## src/rtl/surfturf_wb_arbiter.sv

```systemverilog
`timescale 1ns/1ps
// surfturf_wb_arbiter
// Round-robin Wishbone arbiter sharing the SURF/TURF link-wrapper control bus
// between several masters. A grant covers a whole bus cycle (held while the
// owner keeps CYC high) and is never preempted. The owner's signals are muxed
// onto the single target port, and ACK/ERR are routed back to the owner only.
// Optional watchdog (define SURFTURF_ARB_TIMEOUT_EN): aborts strobes the target
// never answers, since the wrapper ties its ERR/RTY low.
module surfturf_wb_arbiter #(
  parameter int NUM_MASTERS = 3,
  parameter int ADDR_WIDTH  = 12,
  parameter int DATA_WIDTH  = 32,
  parameter int TIMEOUT     = 255
) (
  input  logic                                 wb_clk_i,
  input  logic                                 wb_rst_i,
  input  logic [NUM_MASTERS-1:0]               m_cyc_i,
  input  logic [NUM_MASTERS-1:0]               m_stb_i,
  input  logic [NUM_MASTERS-1:0]               m_we_i,
  input  logic [NUM_MASTERS*ADDR_WIDTH-1:0]    m_adr_i,
  input  logic [NUM_MASTERS*DATA_WIDTH-1:0]    m_dat_i,
  input  logic [NUM_MASTERS*DATA_WIDTH/8-1:0]  m_sel_i,
  output logic [NUM_MASTERS-1:0]               m_ack_o,
  output logic [NUM_MASTERS-1:0]               m_err_o,
  output logic [DATA_WIDTH-1:0]                m_dat_o,
  output logic                                 s_cyc_o,
  output logic                                 s_stb_o,
  output logic                                 s_we_o,
  output logic [ADDR_WIDTH-1:0]                s_adr_o,
  output logic [DATA_WIDTH-1:0]                s_dat_o,
  output logic [DATA_WIDTH/8-1:0]              s_sel_o,
  input  logic                                 s_ack_i,
  input  logic                                 s_err_i,
  input  logic [DATA_WIDTH-1:0]                s_dat_i,
  output logic [NUM_MASTERS-1:0]               grant_o,
  output logic [15:0]                          timeout_cnt_o
);

  localparam int SEL_WIDTH = DATA_WIDTH / 8;
  localparam int IDX_WIDTH = (NUM_MASTERS > 1) ? $clog2(NUM_MASTERS) : 1;
  localparam logic [IDX_WIDTH-1:0]   LAST_IDX = IDX_WIDTH'(NUM_MASTERS - 1);
  localparam logic [NUM_MASTERS-1:0] ONE_HOT0 = NUM_MASTERS'(1);

  typedef enum logic {
    IDLE,
    OWNED
  } state_t;

  state_t                 state;
  logic [NUM_MASTERS-1:0] grant;
  logic [IDX_WIDTH-1:0]   owner;
  logic [IDX_WIDTH-1:0]   ptr;

  logic                   pick_valid;
  logic [IDX_WIDTH-1:0]   pick_idx;

  logic                   owned;
  logic                   owner_cyc;
  logic                   owner_stb;
  logic                   owner_we;
  logic [ADDR_WIDTH-1:0]  owner_adr;
  logic [DATA_WIDTH-1:0]  owner_dat;
  logic [SEL_WIDTH-1:0]   owner_sel;

  logic                   abort;
  logic                   abort_pulse;
  logic                   stb_out;

  // Round-robin search: first requester at or after ptr, wrapping around
  always_comb begin
    int cand;
    logic [IDX_WIDTH-1:0] cand_idx;
    pick_valid = 1'b0;
    pick_idx   = '0;
    cand       = 0;
    cand_idx   = '0;
    for (int i = 0; i < NUM_MASTERS; i++) begin
      cand = int'(ptr) + i;
      if (cand >= NUM_MASTERS) begin
        cand = cand - NUM_MASTERS;
      end
      cand_idx = IDX_WIDTH'(cand);
      if (!pick_valid && m_cyc_i[cand_idx]) begin
        pick_valid = 1'b1;
        pick_idx   = cand_idx;
      end
    end
  end

  // Select the current owner's request fields from the packed master buses
  always_comb begin
    owner_cyc = 1'b0;
    owner_stb = 1'b0;
    owner_we  = 1'b0;
    owner_adr = '0;
    owner_dat = '0;
    owner_sel = '0;
    for (int i = 0; i < NUM_MASTERS; i++) begin
      if (owner == IDX_WIDTH'(i)) begin
        owner_cyc = m_cyc_i[i];
        owner_stb = m_stb_i[i];
        owner_we  = m_we_i[i];
        owner_adr = m_adr_i[i*ADDR_WIDTH +: ADDR_WIDTH];
        owner_dat = m_dat_i[i*DATA_WIDTH +: DATA_WIDTH];
        owner_sel = m_sel_i[i*SEL_WIDTH +: SEL_WIDTH];
      end
    end
  end

  // Ownership FSM: grant a whole cycle from IDLE, return to IDLE when the owner drops CYC
  always_ff @(posedge wb_clk_i or posedge wb_rst_i) begin
    if (wb_rst_i) begin
      state <= IDLE;
      grant <= '0;
      owner <= '0;
      ptr   <= '0;
    end else begin
      case (state)
        IDLE: begin
          if (pick_valid) begin
            state <= OWNED;
            grant <= ONE_HOT0 << pick_idx;
            owner <= pick_idx;
          end
        end
        OWNED: begin
          if (!owner_cyc) begin
            state <= IDLE;
            grant <= '0;
            ptr   <= (owner == LAST_IDX) ? '0 : owner + IDX_WIDTH'(1);
          end
        end
        default: begin
          state <= IDLE;
          grant <= '0;
        end
      endcase
    end
  end

  // Grant is the single source of truth for ownership, so reset drops every output at once
  assign owned   = |grant;
  assign grant_o = grant;

  assign stb_out = owned & owner_stb & ~abort;

  assign s_cyc_o = owned & owner_cyc;
  assign s_stb_o = stb_out;
  assign s_we_o  = owned & owner_we;
  assign s_adr_o = owned ? owner_adr : '0;
  assign s_dat_o = owned ? owner_dat : '0;
  assign s_sel_o = owned ? owner_sel : '0;

  // An ACK that arrives after the watchdog gave up belongs to a cycle the owner already saw fail
  assign m_ack_o = grant & {NUM_MASTERS{s_ack_i & ~abort}};
  assign m_err_o = grant & {NUM_MASTERS{s_err_i | abort_pulse}};
  assign m_dat_o = s_dat_i;

`ifdef SURFTURF_ARB_TIMEOUT_EN
  localparam logic [15:0] TIMEOUT_VAL = 16'(TIMEOUT);

  logic [15:0] wd_cnt;
  logic [15:0] timeout_cnt;

  assign abort_pulse   = stb_out & ~s_ack_i & ~s_err_i & (wd_cnt == TIMEOUT_VAL);
  assign timeout_cnt_o = timeout_cnt;

  // Watchdog: count unanswered strobe cycles, abort the owner's strobe on expiry
  always_ff @(posedge wb_clk_i or posedge wb_rst_i) begin
    if (wb_rst_i) begin
      wd_cnt      <= '0;
      abort       <= 1'b0;
      timeout_cnt <= '0;
    end else begin
      if (!stb_out || s_ack_i || s_err_i || abort_pulse) begin
        wd_cnt <= '0;
      end else begin
        wd_cnt <= wd_cnt + 16'd1;
      end

      if (abort_pulse) begin
        abort <= 1'b1;
      end else if (!owned || !owner_stb || !owner_cyc) begin
        abort <= 1'b0;
      end

      if (abort_pulse && (timeout_cnt != 16'hFFFF)) begin
        timeout_cnt <= timeout_cnt + 16'd1;
      end
    end
  end
`else
  assign abort         = 1'b0;
  assign abort_pulse   = 1'b0;
  assign timeout_cnt_o = '0;
`endif

endmodule
```

## config.mk

```make
export PLATFORM = sky130hd
export DESIGN_NAME = surfturf_wb_arbiter
export DESIGN_NICKNAME = d
export VERILOG_FILES = /design/src/rtl/surfturf_wb_arbiter.sv
export SDC_FILE = /design/constraint.sdc
export NUM_CORES = 1
export LEC_CHECK = 0
export ABC_CLOCK_PERIOD_IN_PS = 2300
export BUFFER_PORTS_ARGS = -buffer_cell sky130_fd_sc_hd__buf_2
export CORE_AREA = 2 2 115 117
export CTS_CLUSTER_SIZE = 24
export DETAILED_ROUTE_END_ITERATION = 8
export DIE_AREA = 0 0 117 119
export GPL_TIMING_DRIVEN = 0
export PLACE_DENSITY = 0.53
export SLEW_MARGIN = 20
export SYNTH_ARGS = -nofsm -noshare
export SYNTH_HDL_FRONTEND = slang
export SYNTH_SLANG_ARGS = --single-unit
```

## constraint.sdc

```tcl
create_clock -name wb_clk_i -period 2.3 [get_ports wb_clk_i]
set_input_delay 0.46 -clock wb_clk_i [delete_from_list [all_inputs] [get_ports wb_clk_i]]
set_output_delay 0.46 -clock wb_clk_i [all_outputs]
set_load 0.02 [all_outputs]
```

### Word-level counts from Yosys, hierarchy flattened

Index checks and enable logic that the tools add are counted.

* flip-flop bits (word level): 8
* input bits: 189

* reductions and logical operators: 9
* mux-type cells: 43
* magnitude comparators: 6
* bitwise logic cells: 7
* shifts and indexed selects: 1
* equal/unequal tests: 4
* $add $sub $neg: 6

Operators by type and width (count)
* 32-bit 2-to-1 mux: 4
* 12-bit 2-to-1 mux: 4
* 1-bit 2-to-1 mux: 17
* 4-bit 2-to-1 mux: 4
* 2-bit 2-to-1 mux: 7
* 2-bit by 3-bit < comparator with 1-bit output (second input constant): 3
* 3-bit AND: 2
* 1-bit binary-select mux with 2-bit select: 3
* 3-bit by 2-bit greater-or-equal comparator with 1-bit output (second input constant): 2
* 3-bit 2-to-1 mux: 2
* 3-bit case mux with 2 select lines: 1
* 2-bit AND reduction: 3
* 2-bit subtractor (second input constant): 3
* 2-bit != test (second input constant): 2
* 2-bit by 1-bit adder with 3-bit output (second input constant): 1
* 2-bit by 2-bit adder with 3-bit output (second input constant): 1
* 1-bit AND: 3
* 3-bit OR reduction: 1
* 1-bit by 2-bit left shift with 3-bit output (first input constant): 1
* 2-bit by 1-bit adder with 2-bit output (second input constant): 1
* 2-bit by 1-bit equality test with 1-bit output (second input constant): 1
* 2-bit equality test (second input constant): 1
* 2-bit greater-or-equal comparator (second input constant): 1
* 1-bit logical AND: 2
* other kinds (4): 6

### Logic depth before layout (Yosys ltp)

* depth in word-level cells: 14
* mapped depth: 8
* gate-level depth less buffers: 7

### Least setup slack after synthesis

Ideal clock, no wire load.

* path kind: register -> register
* start point: register ptr[0]
* end point: register grant[1], in the netlist grant_o[1]
* clock period less this slack: 1970 ps
* data required time: 2175 ps
* path buffers: 1
* setup slack: 330 ps
* library setup time: 125 ps
* stages on the path, launching flop included: 8
* arrival time: 1845 ps
* cells stage by stage: dfrtp_1 -> inv_1 -> ha_1 -> buf_6 -> nand2b_4 -> o221a_4 -> a31oi_4 -> mux2_2

* cells in the longest elaborated chain, start to end: 14
* elaborated cells between the ends (all ways): 32
* classes of those cells: add/sub: 5; order compare: 3; eq/ne: 1; shift: 1; mux: 17; reduce/logical: 5

Ends and longest elaborated chain
* start: declaration: line 52 `logic [IDX_WIDTH-1:0] ptr;`
* start signal: assignment: line 130 `ptr <= (owner == LAST_IDX) ? '0 : owner + IDX_WIDTH'(1);`
* branches (longest 14 deep; another with 2-bit by 1-bit adder with 3-bit output)
* end signal: assignment: line 122 `grant <= ONE_HOT0 << pick_idx;`
* end: declaration: line 50 `logic [NUM_MASTERS-1:0] grant;`

Several ways; the timed one is not identified. The select of a mux whose other input is x is not followed.
A chain may end at the register's enable or synchronous reset.

### Worst setup path in the final report

* start point: register owner[1]
* end point: output s_sel_o[3]

* cells in the longest elaborated chain, start to end: 5
* elaborated cells between the ends (all ways): 7
* classes of those cells: eq/ne: 2; mux: 4; reduce/logical: 1

Ends and longest elaborated chain
* start: declaration: line 51 `logic [IDX_WIDTH-1:0] owner;`
* start signal: assignment: line 123 `owner <= pick_idx;`
* 2-bit zero test: line 99 `if (owner == IDX_WIDTH'(i)) begin`
* 4-bit 2-to-1 mux (2 in a row): line 99
* 4-bit 2-to-1 mux (*): line 99
* 4-bit 2-to-1 mux (*): line 152 `assign s_sel_o = owned ? owner_sel : '0;`
* end: declaration: line 31 `output logic [DATA_WIDTH/8-1:0] s_sel_o,`

Mark *: on every way between the ends. The rest lies on a longest branch, timed or not.

==> metrics.txt <==
# TYPE chip_impl_metric gauge
chip_impl_info{name="status",value="finished, final reports clean"} 1
chip_impl_metric{name="avgRoutedWirePerCell",unit="µm"} 12.3
chip_impl_metric{name="internal-power",unit="mW"} 2.07
chip_impl_metric{name="drc",unit=""} 0
chip_impl_metric{name="syn2layout_area_growth",unit="%"} 74.5
chip_impl_metric{name="fin_ws",unit="ns"} 0.132
chip_impl_metric{name="total_number_of_vias",unit=""} 3167
chip_impl_info{name="critical_path.reg2reg.endpoint",value="grant_o[1]$_DFFE_PP0P_"} 1
chip_impl_metric{name="final_hold_viol_count",unit=""} 0
chip_impl_metric{name="core_area",unit="µm²"} 12900
chip_impl_metric{name="peakVddDrop",unit="µV"} 446
chip_impl_metric{name="total_leakage_power",unit="nW"} 2.35
chip_impl_metric{name="p_switching",unit="mW"} 2.65
chip_impl_metric{name="chipWidth",unit="µm"} 117
chip_impl_metric{name="yosys_register_bits",unit=""} 8
chip_impl_metric{name="routed_wirelength",unit="mm"} 9.66
chip_impl_metric{name="fill_cells",unit=""} 1474
chip_impl_metric{name="largest_net_degree_at_the_start_of_global_routing",unit=""} 11
chip_impl_metric{name="fp-row-count",unit=""} 42
chip_impl_info{name="cts_tree",value="yes"} 1
chip_impl_metric{name="avgViaCountPerCell",unit=""} 4.02
chip_impl_metric{name="final.setup_skew",unit="ns"} 0.00292
chip_impl_metric{name="number_of_hold_repair_buffers_added_at_the_cts_stage",unit=""} 0
chip_impl_metric{name="number_of_global_route_vias_before_repair",unit=""} 2794
chip_impl_info{name="cp_cell_sequence",value="buf_4, nor2b_1, clkbuf_8, clkbuf_8, a21oi_1, nor2_1, buf_2"} 1
chip_impl_metric{name="reg2reg_setup_slack",unit="ns"} 0.21
chip_impl_metric{name="insertion_delay",unit="ns"} 0.23
chip_impl_metric{name="fmax",unit="MHz"} 461
chip_impl_metric{name="synth_fa_ha_area_share",unit="%"} 2.22
chip_impl_metric{name="worst_ep_arrival",unit="ns"} 1.71
chip_impl_metric{name="cts_max_path_buffers",unit=""} 2
chip_impl_metric{name="swShare",unit="%"} 56.1
chip_impl_info{name="ctsRootBufferMaster",value="clkbuf_16"} 1
chip_impl_metric{name="synth_compound_gate_area_share",unit="%"} 17.2
chip_impl_metric{name="antenna-diode-count",unit=""} 0
chip_impl_metric{name="first_pass_iters",unit=""} 4
chip_impl_metric{name="ant_nets",unit=""} 0
chip_impl_metric{name="num_io_pins",unit=""} 297
chip_impl_metric{name="synth.lib_cells_used.distinct",unit=""} 36
chip_impl_metric{name="clock_power_share",unit="%"} 6.1
chip_impl_metric{name="ys_async_sr_fraction",unit="%"} 100
chip_impl_metric{name="htree_levels",unit=""} 1
chip_impl_metric{name="nets",unit=""} 807
chip_impl_metric{name="max_cap_viol_count",unit=""} 0
chip_impl_metric{name="seq_power_share",unit="%"} 6.1
chip_impl_metric{name="timing.reg2reg.worst_path_depth",unit=""} 7
chip_impl_metric{name="global_route.usage.total",unit="%"} 12.3
chip_impl_info{name="critical-path-top-cell-by-count",value="clkbuf_8"} 1
chip_impl_metric{name="syn-mean-instance-area",unit="µm²"} 6.56
chip_impl_info{name="critical-path-slowest-cell",value="dfrtp_1"} 1
chip_impl_metric{name="finalMaxSlewViolations",unit=""} 0
chip_impl_metric{name="dieArea",unit="µm²"} 13900
chip_impl_metric{name="synthMuxAreaShare",unit="%"} 25.0
chip_impl_metric{name="power_per_cell_area",unit="nW/µm²"} 1200
chip_impl_metric{name="setup_viol",unit=""} 0
chip_impl_metric{name="required",unit="ns"} 1.84
chip_impl_metric{name="port_buffers",unit=""} 248
chip_impl_metric{name="ys.warnings.count",unit=""} 0
chip_impl_metric{name="chipHeight",unit="µm"} 119
chip_impl_metric{name="synth_edf_count",unit=""} 0
chip_impl_info{name="cp-start-kind",value="register"} 1
chip_impl_info{name="timing.hold.worst.class",value="in2async"} 1
chip_impl_metric{name="fin_worst_hold_slack",unit="ns"} 0.174
chip_impl_metric{name="routabilityCongestion",unit=""} 0.802
chip_impl_metric{name="netlist_area",unit="µm²"} 2260
chip_impl_metric{name="setup-tns-final",unit="ns"} 0
chip_impl_info{name="synth_area_leader_cell",value="mux2i_1"} 1
chip_impl_metric{name="clkSlewWorstSetupHoldPaths",unit="ns"} 0.04
chip_impl_metric{name="multiInputGateArea",unit="µm²"} 1630
chip_impl_metric{name="critPathMaxStageDelay",unit="ns"} 0.35
chip_impl_info{name="worstSetupEndpointType",value="primary output"} 1
chip_impl_metric{name="grt_overflow",unit=""} 0
chip_impl_metric{name="hpwlAfterDp",unit="mm"} 8.30
chip_impl_info{name="worstReg2RegStart",value="ptr[0]$_DFFE_PP0P_"} 1
chip_impl_metric{name="cts.sinks",unit=""} 8
chip_impl_metric{name="synth_simple_gate_area_share",unit="%"} 24.7
chip_impl_metric{name="register_area",unit="µm²"} 200
chip_impl_metric{name="grt_pass1_wl",unit="mm"} 13.6
chip_impl_metric{name="number_of_cts_inserted_buffers",unit=""} 3
chip_impl_metric{name="post_synth_inst_count",unit=""} 344
chip_impl_metric{name="final.min_clock_period",unit="ns"} 2.17
chip_impl_metric{name="effective_utilization_at_floorplan",unit="%"} 17.5
chip_impl_metric{name="post_synth_xor_area_fraction",unit="%"} 0
chip_impl_info{name="netlist_top_cells_area",value="mux2i_1 (24%), nor2_1 (17%), buf_4 (16%), a21oi_1 (12%), dfrtp_1 (8.9%)"} 1
chip_impl_metric{name="drive_above_1_share",unit="%"} 53.9
chip_impl_metric{name="ys_seq_area_share",unit="%"} 8.87
chip_impl_info{name="synth_top_flop_cell",value="dfrtp_1"} 1
chip_impl_info{name="grt_setup_unrepaired",value="false"} 1
chip_impl_metric{name="p_comb_share",unit="%"} 87.8
chip_impl_metric{name="synth_top_area_share",unit="%"} 23.5
chip_impl_metric{name="totalPowerFinal",unit="mW"} 4.72
chip_impl_metric{name="min_period_over_period",unit="%"} 94.2
chip_impl_metric{name="detail_route.iter0.violations",unit=""} 108
chip_impl_metric{name="grt_antenna_before_repair",unit=""} 0
chip_impl_info{name="criticalPathCategory",value="reg2out"} 1
chip_impl_info{name="dominant_combinational_cell_family_by_area_after_synthesis",value="multiplexers"} 1
chip_impl_metric{name="place_ws",unit="ns"} -0.327
chip_impl_metric{name="biggest_fanout_along_the_worst_timing_path",unit=""} 10
power by group through the flow:
stage / Sequential, mW / Clock (mW) / Combinational [mW]
6_report: 0.289 / 0.286 / 4.15
5_1_grt: 0.302 / 0.305 / 4.57
4_1_cts: 0.291 / 0.293 / 4.19
3_5_place_dp: 0.286 / 0 / 4.05
3_3_place_gp: 0.281 / 0 / 4.06
2_1_floorplan: 0.278 / 0 / 2.82
through the flow:
step | instance area (µm²) | std cells | util (%)
after floorplan | 2310 | 359 | -
after global placement | 3770 | 783 | 29.3
after detailed placement | 3780 | 783 | 29.4
after CTS | 3920 | 788 | 30.5
after global routing | 3940 | 788 | 30.6
final | 3940 | 788 | 30.6
layout by cell type, fill, tap and decap left out, types with 4 or more instances in the layout:
master,instances
a21oi_1,55
nor2_1,100
nand2_1,9
dfrtp_1,8
clkbuf_2,5
mux2i_1,53
conb_1,16
buf_2,248
clkbuf_4,4
ha_1,4
inv_1,4
clkbuf_1,4
and2_1,8
buf_4,55
metal layers:
metal | up-vias | track usage [%] | part of all wire (%)
li1 | 1623 | - | -
met1 | 1362 | 14.6 | 41
met2 | 178 | 23.4 | 50
met3 | 4 | 1.48 | 8.3
met4 | 0 | 1.84 | 0.57
met5 | - | 0 | 0
sequential cells by signal, summed over array words and instances, names as in the netlist:
signal,count
ptr,2
state,1
grant_o,3
owner,2
worst max-delay path by stage:
stage	from	endpoint	slack [ns]	cells past startpoint
2_1_floorplan	ptr[0]$_DFFE_PP0P_	grant_o[1]$_DFFE_PP0P_	0.33	7
3_3_place_gp	grant_o[2]$_DFFE_PP0P_	s_dat_o[31]	-0.63	4
3_5_place_dp	owner[1]$_DFFE_PP0P_	s_dat_o[31]	-0.33	7
4_1_cts	owner[1]$_DFFE_PP0P_	s_we_o	0.005	7
5_1_grt	owner[1]$_DFFE_PP0P_	s_sel_o[3]	0.01	7
6_report	owner[1]$_DFFE_PP0P_	s_sel_o[3]	0.13	7
synthesized netlist by cell type (3+ instances only):
| cell | n |
|---|---|
| a21oi_1 | 55 |
| and2_1 | 8 |
| buf_2 | 6 |
| buf_4 | 48 |
| clkbuf_1 | 15 |
| dfrtp_1 | 8 |
| ha_1 | 4 |
| inv_1 | 4 |
| mux2_2 | 3 |
| mux2i_1 | 53 |
| nand2_1 | 9 |
| nand3_1 | 3 |
| nor2_1 | 101 |
what timing repair did:
action                                 in CTS  in global routing
setup buffers                               2                  0
gates resized for setup                    22                 11
endpoints found under the hold margin       0                  0
pin swaps                                   1                  0
setup endpoints to repair                  51                 50
worst max-delay path: cells and delay by family, from the launching register on:
kind | cells | cell delay, ns
AO/OA/AOI/OAI | 1 | 0.09
buffers and inverters | 4 | 0.74
flip-flops | 1 | 0.35
AND/OR/NAND/NOR | 2 | 0.29
cell families after synthesis:
kind of cell	count (synthesis)
compound gates	67
simple gates	132
fa+ha+maj	4
flops	8
buf+inv	76
other cells	1
mux	56
layout make-up:
type,instances,share of cell area [%]
Buffer,72,13.7
Clock buffer,3,1.91
Timing Repair Buffer,250,31.9
Tap cell,176,5.59
Inverter,4,0.381
Multi-Input combinational cell,275,41.5
Sequential cell,8,5.08
Note: power is estimated with default switching activity, not from simulation.
